`src/rtl/mc_ctrl_pkg.sv`:
```
// Shared types and encodings for the multi-cycle control unit:
// FSM states, opcode/funct values and datapath mux/ALU encodings.
package mc_ctrl_pkg;

  typedef enum logic [3:0] {
    FETCH,
    DECODE,
    EXEC_R,
    WB_R,
    EXEC_I,
    WB_I,
    MEM_ADDR,
    MEM_RD,
    MEM_WR,
    MEM_WB,
    BRANCH,
    JUMP,
    HALT
  } state_e;

  localparam logic [5:0] OP_RTYPE = 6'h00;
  localparam logic [5:0] OP_J     = 6'h02;
  localparam logic [5:0] OP_BEQ   = 6'h04;
  localparam logic [5:0] OP_BNE   = 6'h05;
  localparam logic [5:0] OP_ADDI  = 6'h08;
  localparam logic [5:0] OP_ANDI  = 6'h0c;
  localparam logic [5:0] OP_ORI   = 6'h0d;
  localparam logic [5:0] OP_XORI  = 6'h0e;
  localparam logic [5:0] OP_LW    = 6'h23;
  localparam logic [5:0] OP_SW    = 6'h2b;

  localparam logic [5:0] FN_ADD = 6'h20;
  localparam logic [5:0] FN_SUB = 6'h22;
  localparam logic [5:0] FN_AND = 6'h24;
  localparam logic [5:0] FN_OR  = 6'h25;
  localparam logic [5:0] FN_XOR = 6'h26;
  localparam logic [5:0] FN_NOR = 6'h27;
  localparam logic [5:0] FN_SLT = 6'h2a;

  typedef enum logic [2:0] {
    ALU_ADD = 3'd0,
    ALU_SUB = 3'd1,
    ALU_AND = 3'd2,
    ALU_OR  = 3'd3,
    ALU_XOR = 3'd4,
    ALU_NOR = 3'd5,
    ALU_SLT = 3'd6
  } alu_op_e;

  typedef enum logic [1:0] {
    SRCB_RT  = 2'd0,
    SRCB_4   = 2'd1,
    SRCB_IMM = 2'd2,
    SRCB_BR  = 2'd3
  } srcb_e;

  typedef enum logic [1:0] {
    PC_ALU    = 2'd0,
    PC_ALUOUT = 2'd1,
    PC_JUMP   = 2'd2
  } pcsrc_e;

  function automatic logic is_mem_state(state_e s);
    return (s == FETCH) || (s == MEM_RD) || (s == MEM_WR);
  endfunction

endpackage

```
`src/rtl/mc_ctrl_alu_decode.sv`:
```
// ALU operation select for each FSM state.
// Ports: state/opcode/funct in; alu_op, illegal_funct out.
module mc_alu_decode
  import mc_ctrl_pkg::*;
(
  input  state_e      state,
  input  logic [5:0]  opcode,
  input  logic [5:0]  funct,
  output alu_op_e     alu_op,
  output logic        illegal_funct
);

  alu_op_e r_op;
  alu_op_e i_op;
  logic    r_ok;

  always_comb begin
    r_op = ALU_ADD;
    r_ok = 1'b1;
    case (funct)
      FN_ADD:  r_op = ALU_ADD;
      FN_SUB:  r_op = ALU_SUB;
      FN_AND:  r_op = ALU_AND;
      FN_OR:   r_op = ALU_OR;
      FN_XOR:  r_op = ALU_XOR;
      FN_NOR:  r_op = ALU_NOR;
      FN_SLT:  r_op = ALU_SLT;
      default: r_ok = 1'b0;
    endcase
  end

  always_comb begin
    i_op = ALU_ADD;
    case (opcode)
      OP_ANDI: i_op = ALU_AND;
      OP_ORI:  i_op = ALU_OR;
      OP_XORI: i_op = ALU_XOR;
      default: i_op = ALU_ADD;
    endcase
  end

  assign illegal_funct = (opcode == OP_RTYPE) && !r_ok;

  always_comb begin
    alu_op = ALU_ADD;
    case (state)
      EXEC_R:  alu_op = r_op;
      EXEC_I:  alu_op = i_op;
      BRANCH:  alu_op = ALU_SUB;
      default: alu_op = ALU_ADD;
    endcase
  end

endmodule

```
`src/rtl/multicycle_control.sv`:
```
// Control FSM for the shared-ALU multi-cycle MIPS-subset datapath.
// In: clk, reset, inst, zero, mem_ready. Out: datapath enables/muxes.
module multicycle_control
  import mc_ctrl_pkg::*;
#(
  parameter int MAX_WAIT = 255
) (
  input  logic        clk,
  input  logic        reset,
  input  logic [31:0] inst,
  input  logic        zero,
  input  logic        mem_ready,
  output logic        mem_req,
  output logic        mem_we,
  output logic        mem_addr_sel,
  output logic        ir_write,
  output logic        pc_write,
  output logic [1:0]  pc_src,
  output logic        alu_src_a,
  output logic [1:0]  alu_src_b,
  output logic        imm_zext,
  output logic [2:0]  alu_op,
  output logic        rf_we,
  output logic        rf_dst_sel,
  output logic        rf_wdata_sel,
  output logic        halted,
  output logic        bus_error,
  output logic        illegal
);

  state_e     state_q, state_d;
  logic [7:0] wait_q, wait_d;
  logic       berr_q, berr_d;

  logic [5:0] op;
  logic [5:0] fn;
  alu_op_e    alu_op_w;
  logic       bad_fn;
  logic       mem_st;
  logic       stall;
  logic       timeout;
  logic       dec_ill;

  logic req_w, we_w, irw_w, pcw_w;
  logic rfwe_w, ill_w;

  assign op = inst[31:26];
  assign fn = inst[5:0];

  mc_alu_decode u_alu_dec (
    .state         (state_q),
    .opcode        (op),
    .funct         (fn),
    .alu_op        (alu_op_w),
    .illegal_funct (bad_fn)
  );

  assign mem_st  = is_mem_state(state_q);
  assign stall   = mem_st && !mem_ready;
  // Last allowed wait cycle: a ready here still succeeds.
  assign timeout = stall && (wait_q == 8'(MAX_WAIT - 1));

  always_comb begin
    state_d = state_q;
    wait_d  = '0;
    berr_d  = berr_q;
    dec_ill = 1'b0;
    if (timeout) begin
      state_d = HALT;
      berr_d  = 1'b1;
    end else if (stall) begin
      wait_d = wait_q + 8'd1;
    end else begin
      unique case (state_q)
        FETCH:  state_d = DECODE;
        DECODE: begin
          if (inst == 32'h0) begin
            state_d = HALT;
          end else if (op == OP_RTYPE && !bad_fn) begin
            state_d = EXEC_R;
          end else if (op == OP_ADDI || op == OP_ANDI ||
                       op == OP_ORI  || op == OP_XORI) begin
            state_d = EXEC_I;
          end else if (op == OP_LW || op == OP_SW) begin
            state_d = MEM_ADDR;
          end else if (op == OP_BEQ || op == OP_BNE) begin
            state_d = BRANCH;
          end else if (op == OP_J) begin
            state_d = JUMP;
          end else begin
            state_d = FETCH;
            dec_ill = 1'b1;
          end
        end
        EXEC_R:   state_d = WB_R;
        WB_R:     state_d = FETCH;
        EXEC_I:   state_d = WB_I;
        WB_I:     state_d = FETCH;
        MEM_ADDR: state_d = (op == OP_LW) ? MEM_RD : MEM_WR;
        MEM_RD:   state_d = MEM_WB;
        MEM_WR:   state_d = FETCH;
        MEM_WB:   state_d = FETCH;
        BRANCH:   state_d = FETCH;
        JUMP:     state_d = FETCH;
        HALT:     state_d = HALT;
        default:  state_d = FETCH;
      endcase
    end
  end

  always_ff @(posedge clk or posedge reset) begin
    if (reset) begin
      state_q <= FETCH;
      wait_q  <= '0;
      berr_q  <= 1'b0;
    end else begin
      state_q <= state_d;
      wait_q  <= wait_d;
      berr_q  <= berr_d;
    end
  end

  always_comb begin
    req_w        = 1'b0;
    we_w         = 1'b0;
    irw_w        = 1'b0;
    pcw_w        = 1'b0;
    rfwe_w       = 1'b0;
    ill_w        = 1'b0;
    mem_addr_sel = 1'b0;
    pc_src       = PC_ALU;
    alu_src_a    = 1'b0;
    alu_src_b    = SRCB_RT;
    imm_zext     = 1'b0;
    rf_dst_sel   = 1'b0;
    rf_wdata_sel = 1'b0;
    unique case (state_q)
      FETCH: begin
        req_w = 1'b1;
        if (mem_ready) begin
          irw_w     = 1'b1;
          pcw_w     = 1'b1;
          alu_src_b = SRCB_4;
        end
      end
      DECODE: begin
        alu_src_b = SRCB_BR;
        ill_w     = dec_ill;
      end
      EXEC_R: alu_src_a = 1'b1;
      WB_R: begin
        rfwe_w     = 1'b1;
        rf_dst_sel = 1'b1;
      end
      EXEC_I: begin
        alu_src_a = 1'b1;
        alu_src_b = SRCB_IMM;
        imm_zext  = (op != OP_ADDI);
      end
      WB_I: rfwe_w = 1'b1;
      MEM_ADDR: begin
        alu_src_a = 1'b1;
        alu_src_b = SRCB_IMM;
      end
      MEM_RD: begin
        req_w        = 1'b1;
        mem_addr_sel = 1'b1;
      end
      MEM_WR: begin
        req_w        = 1'b1;
        we_w         = 1'b1;
        mem_addr_sel = 1'b1;
      end
      MEM_WB: begin
        rfwe_w       = 1'b1;
        rf_wdata_sel = 1'b1;
      end
      BRANCH: begin
        alu_src_a = 1'b1;
        pc_src    = PC_ALUOUT;
        pcw_w     = (op == OP_BEQ) ? zero : !zero;
      end
      JUMP: begin
        pcw_w  = 1'b1;
        pc_src = PC_JUMP;
      end
      HALT: ;
      default: ;
    endcase
  end

  // Strobes are forced low for the whole reset window.
  assign mem_req   = req_w  && !reset;
  assign mem_we    = we_w   && !reset;
  assign ir_write  = irw_w  && !reset;
  assign pc_write  = pcw_w  && !reset;
  assign rf_we     = rfwe_w && !reset;
  assign illegal   = ill_w  && !reset;
  assign alu_op    = alu_op_w;
  assign halted    = (state_q == HALT);
  assign bus_error = berr_q;

endmodule

```
`config.mk`:
```
export PLATFORM = sky130hd
export DESIGN_NAME = multicycle_control
export DESIGN_NICKNAME = d
export VERILOG_FILES = /design/src/rtl/mc_ctrl_pkg.sv /design/src/rtl/mc_ctrl_alu_decode.sv /design/src/rtl/multicycle_control.sv
export SDC_FILE = /design/constraint.sdc
export NUM_CORES = 1
export LEC_CHECK = 0
export BUFFER_PORTS_ARGS = -buffer_cell sky130_fd_sc_hd__clkbuf_2
export CAP_MARGIN = 15
export CELL_PAD_IN_SITES_DETAIL_PLACEMENT = 1
export CELL_PAD_IN_SITES_GLOBAL_PLACEMENT = 2
export CORE_ASPECT_RATIO = 2
export CORE_MARGIN = 2
export CORE_UTILIZATION = 26
export CTS_BUF_LIST = sky130_fd_sc_hd__clkbuf_8
export DETAILED_ROUTE_END_ITERATION = 10
export GPL_TIMING_DRIVEN = 0
export PLACE_DENSITY = 0.89
export REMOVE_ABC_BUFFERS = 1
export SLEW_MARGIN = 25
export SYNTH_ARGS = -nofsm -noshare
export SYNTH_HDL_FRONTEND = slang
export SYNTH_SLANG_ARGS = --single-unit
export TNS_END_PERCENT = 1
```
`constraint.sdc`:
```
create_clock -name clk -period 2.6 [get_ports clk]
set_input_delay 0.52 -clock clk [delete_from_list [all_inputs] [get_ports clk]]
set_output_delay 0.52 -clock clk [all_outputs]
set_load 0.005 [all_outputs]
```
* Word level (Yosys, flattened, before mapping)
Cells that the tools add are included.
** Word-level totals
- Register bits after elaboration :: 13
- Input bits :: 36
- Output and inout bits :: 20
- Word-level logic and storage cells :: 106
** Cells by class
- $add $sub $neg :: 1
- Equality and inequality tests :: 31
- Muxes and demuxes :: 40
- Reduce and logical (&&, ||, !) cells :: 31
** Operator list (count)
- equality test 6 bit, second input constant :: 9
- 2-to-1 mux 4 bit :: 9
- logical NOT 32 bit :: 1
- case mux 4 bit (7 select lines) :: 1
- equality test 6 x 4 -> 1 bit, second input constant :: 4
- 2-to-1 mux 1 bit :: 22
- equality test 4 bit, second input constant :: 5
- case mux 3 bit (3 select lines) :: 2
- case mux 3 bit (6 select lines) :: 1
- equality test 4 x 3 -> 1 bit, second input constant :: 4
- 2-to-1 mux 8 bit :: 2
- equality test 6 x 3 -> 1 bit, second input constant :: 2
- logical AND 1 bit :: 10
- adder 8 x 1 -> 8 bit, second input constant :: 1
- equality test 4 x 2 -> 1 bit, second input constant :: 2
- equality test 8 bit, second input constant :: 1
- logical OR 1 bit :: 7
- OR reduction 7 bit :: 1
- equality test 6 x 2 -> 1 bit, second input constant :: 1
- logical NOT 6 bit :: 1
- inequality test 6 x 4 -> 1 bit, second input constant :: 1
- case mux 2 bit (3 select lines) :: 1
- OR reduction 3 bit :: 2
- logical NOT 1 bit :: 5
- 7 further kinds :: 8

* Depth between registers and ports, before layout
- Word-level depth :: 13
- Gate-level depth with buffers :: 7
- Depth with buffers taken out :: 6

* Cells and area by module
A second synthesis with hierarchy kept.
** Unflattened totals
- Cell total of the unflattened synthesis :: 181
- Area total of the unflattened synthesis :: 1370.1 um^2
** By module, submodules not included
- multicycle_control :: instances 1, cells an instance 155, area an instance 1181.1 um^2, seq. area each 325.3 um^2
- mc_alu_decode :: instances 1, cells an instance 26, area an instance 188.9 um^2, seq. area each 0.0 um^2

* Worst setup path before layout
OpenSTA, ideal clock, no wires.
- Path kind :: input port to output port
- Start point :: input inst[27]
- End point :: output illegal
- Arrival :: 1.747 ns
- Data required time :: 2.080 ns
- Path slack :: 0.333 ns
- Stages on the path :: 5
- Path buffers :: 1
- Cells stage by stage :: buf_2 -> or4_4 -> nor4_1 -> nor2_1 -> and4_1
** On the way
- Longest elaborated chain between the ends :: 11
** Ends and longest elaborated chain
- start: declaration :: RTL line multicycle_control.sv:10 : input logic [31:0] inst,
- equality test 6 x 2 -> 1 bit, or another cell as far along :: RTL line multicycle_control.sv:88 : end else if (op == OP_J) begin
- 2-to-1 mux 1 bit, or another cell as far along :: RTL line multicycle_control.sv:88
- 2-to-1 mux 1 bit / logical OR 1 bit (equally long branches) :: RTL line multicycle_control.sv:86, multicycle_control.sv:81
- 2-to-1 mux 1 bit / logical OR 1 bit (equally long branches) :: RTL line multicycle_control.sv:84, multicycle_control.sv:82
- 2-to-1 mux 1 bit :: RTL line multicycle_control.sv:81 : end else if (op == OP_ADDI || op == OP_ANDI ||
- 2-to-1 mux 1 bit :: RTL line multicycle_control.sv:79 : end else if (op == OP_RTYPE && !bad_fn) begin
- 2-to-1 mux 1 bit (*) :: RTL line multicycle_control.sv:77 : if (inst == 32'h0) begin
- 2-to-1 mux 1 bit (*) :: RTL line multicycle_control.sv:71 : end else if (stall) begin
- 2-to-1 mux 1 bit (*) :: RTL line multicycle_control.sv:68 : if (timeout) begin
- 2-to-1 mux 1 bit (*) :: RTL line multicycle_control.sv:137 : unique case (state_q)
- logical AND 1 bit (*) :: RTL line multicycle_control.sv:198 : assign illegal = ill_w && !reset;
- end: declaration :: RTL line multicycle_control.sv:28 : output logic illegal
Mark *: on every way between the ends. The rest lies on a longest branch, timed or not.

* Worst setup path after layout
- Start point :: input inst[30]
- End point :: output illegal
The elaborated chain is that of the path after synthesis.

==> summary.md <==
| Metric | Value |
|---|---|
| Status | `finished clean` |
| Clock tree from TritonCTS | `done` |
| Number of setup violations in the final report | `0` |
| Cell count of the worst reg-to-reg path | `5` |
| Width of the chip | `54.1 um` |
| H-tree depth | `1` |
| HP Class | `input port to async pin` |
| Warnings from Yosys | `0` |
| Via density per instance | `5.25` |
| Total track usage | `0.147` |
| Root Buffer | `clkbuf_8` |
| Number of rows in the core area | `36` |
| Postcts setup bufs | `0` |
| Final hold violation count | `0` |
| Worst Setup Path Type | `input port to output pin` |
| Detailed-routing iteration count for the pre-antenna-repair pass | `4` |
| Max-slew violation count | `0` |
| Number of clock buffers inserted by TritonCTS | `3` |
| Fin Hold WS | `369 ps` |
| Async set or reset register ratio after synthesis | `1.00` |
| Distinct cell type count of the synthesized netlist | `between 50 and 60` |
| Antenna violations before repair | `0` |
| Floorplan core area | `about 4900 um^2` |
| Overall power after layout | `1.07 mW` |
| First-pass GRT wire length | `between 6000 and 7000 um` |
| Detailed placer's ending HPWL | `~3300 um` |
| Count of routing violations after the opening detailed-route iteration | `17` |
| Most common cell after layout, fill and taps aside | `clkbuf_2` |
| Routed wire length on met2 | `approximately 2300 um` |
| Capture instance of the worst register-to-register path | `state_q[0]$_DFFE_PP0P_` |
| Static Leakage | `~0.8 nW` |
| Initial standard-cell utilization of the core | `0.269` |
| Source of the critical timing path | `inst[30]` |
| Number of DRC violations after detailed routing | `0` |
| MaxCap Viol Count | `0` |
| Largest net degree at the start of global routing | `22` |
| Diode count | `0` |
| Number of buffers between clock root and the deepest sink | `2` |
| Startpoint class of the critical path | `input port` |
| Layout cells sized above 1 | `0.335` |
| Total of flip-flops plus latches after synthesis | `13` |
| Layout filler cell count | `approximately 640` |
| Final total negative setup slack | `0 ps` |
| Number of enable flip-flop cells after synthesis | `0` |
| Die height | `~100 um` |
| Area of the mapped netlist | `approximately 1300 um^2` |
| Length of routed wiring on met1 | `around 1400 um` |
| Number of nets at the end of the flow | `about 250` |
| Total grt overflow | `0` |
| Number of global-route vias before repair | `1464` |
| Area of the die | `5640 um^2` |
| Minimum setup slack after placement | `-118 ps` |
| Tcrit/Tclk final | `0.977` |
| Sinks on Clock Net | `13` |
| Maximum vdd drop | `~0.30 mV` |
| Number of antenna-violating nets in the routed design | `0` |
| Clock latency on the worst-skew pair | `roughly 240 ps` |
| Synth-to-Final Area Change | `25.9%` |
| Wire length on met3 | `~160 um` |
| Top Ports | `between 50 and 60` |
| Transition time at the pin with the least slew margin | `~600 ps` |
| Average detailed-routed wire length per instance | `14.4 um` |
| Sequential element share of the synthesized area | `0.249` |
| Highest achievable clock rate | `between 0.3 and 0.4 GHz` |
| Worst slew margin relative to its limit | `0.600` |
| Reg-to-Reg Start | `state_q[2]$_DFFE_PP0P_` |
| Critical Path End Type | `output pin` |
| Worst-case clock skew | `3.00 ps` |
| Period minus WS final | `around 2500 ps` |
| Cts hold-fix bufs | `0` |
| Clock transition at the register clock pins on the worst setup and hold paths after CTS | `60 ps` |
| Vias after detailed routing | `roughly 1400` |
| Synth Instances | `between 150 and 200` |
| Global placer's final weighted congestion | `approximately 0.73` |
| Post-route worst setup slack | `roughly 60 ps` |
| Highest metal layer with signal wires | `met4` |
| Setup repair after global routing missed its margin | `yes` |
| Count of buffers from port buffering | `55` |
| Mean Syn Cell Area | `just under 8 um^2` |
| Worst-path fanout max | `8` |
| Power per Cell Area | `roughly 650 nW/um^2` |
| Post-detailed-routing wire length | `3930 um` |
| Most used cells in the layout excluding fill and tap cells | `clkbuf_2 (55), nor2_1 (23), dfrtp_1 (12)` |
| Critical path required time | `approximately 2100 ps` |
| Most frequently used flop master after synthesis | `dfrtp_1` |
| Register-to-register setup slack | `620 ps` |
| Data arrival time of the worst path | `2020 ps` |
## power by group
part	total [mW]	switching (mW)	internal (mW)	leakage, nW
registers	0.359	0.124	0.235	0.175
clock network	0.176	0.0718	0.104	0.0269
logic	0.531	0.288	0.243	0.575
## cell families after synthesis
family | synth area share
DFF | 0.249
and+or+nand+nor | 0.397
buffers and inverters | 0.0814
xor gates and xnor gates | 0.0469
adders and majority gates | 0.0268
AOI/OAI and AO/OA | 0.199
## cells in the mapped netlist (2+ instances only)
cell type | count | area (um^2)
clkbuf_1 | 5 | 18.8
nand2b_2 | 3 | 26.3
nor3b_1 | 6 | 45.0
nand2b_1 | 4 | 25.0
a21oi_1 | 9 | 45.0
xor2_1 | 6 | 52.6
nand2_1 | 9 | 33.8
nor4_1 | 7 | 43.8
o22ai_1 | 2 | 12.5
o21ai_1 | 2 | 10.0
a211oi_1 | 3 | 22.5
inv_1 | 8 | 30.0
a221oi_1 | 2 | 17.5
nand4b_1 | 2 | 17.5
and4_1 | 4 | 35.0
a21o_1 | 2 | 15.0
nor2_1 | 23 | 86.3
dfrtp_1 | 13 | 325
o21ai_0 | 5 | 25.0
nand3_1 | 7 | 35.0
ha_1 | 2 | 25.0
nand4_1 | 2 | 12.5
or3_1 | 3 | 18.8
nor3_1 | 5 | 25.0
## metrics by stage
stage               utilization  std cells  area (um^2)
global route              0.338        272         1640
finish                    0.338        272         1640
floorplan                     -        156         1230
global placement          0.324        268         1580
CTS                       0.336        272         1640
detailed placement        0.324        268         1580
## state kept, by name (all words and copies together) (netlist names)
register,flops
state_q,4
bus_error,1
wait_q,8
## critical path, cell delays in order
cell and delay (ps):
clkbuf_2 140, or2_1 240, or4_4 460, nor4_4 260, nor2_1 90, and4_1 200, clkbuf_2 110
## repair_timing
item                                    4_1_cts  5_1_grt
gates resized for setup                       2        2
endpoints found under the hold margin         0        0
endpoints found under the setup margin        1        2
## how the worst max path moves through the flow
stage | endpoint | slack (ps)
after floorplan | illegal | 370
after CTS | illegal | 40
after global placement | illegal | -110
final | illegal | 60
after global routing | illegal | -30
after detailed placement | illegal | -120
## area by class of cell
| type | count | area (um^2) | area share |
|---|---|---|---|
| Clock buffer | 3 | 41.3 | 0.0251 |
| Clock inverter | 1 | 3.75 | 0.00228 |
| Inverter | 8 | 30.0 | 0.0183 |
| Multi-Input combinational cell | 135 | 896 | 0.545 |
| Sequential cell | 13 | 327 | 0.199 |
| Tap cell | 57 | 71.3 | 0.0434 |
| Timing Repair Buffer | 55 | 275 | 0.167 |
## metal layers
layer,up-vias,track usage
li1,707,-
met1,679,0.152
met2,36,0.287
met3,6,0.0158
met4,0,0.0339
met5,-,0
(Power assumes the default switching activity.)
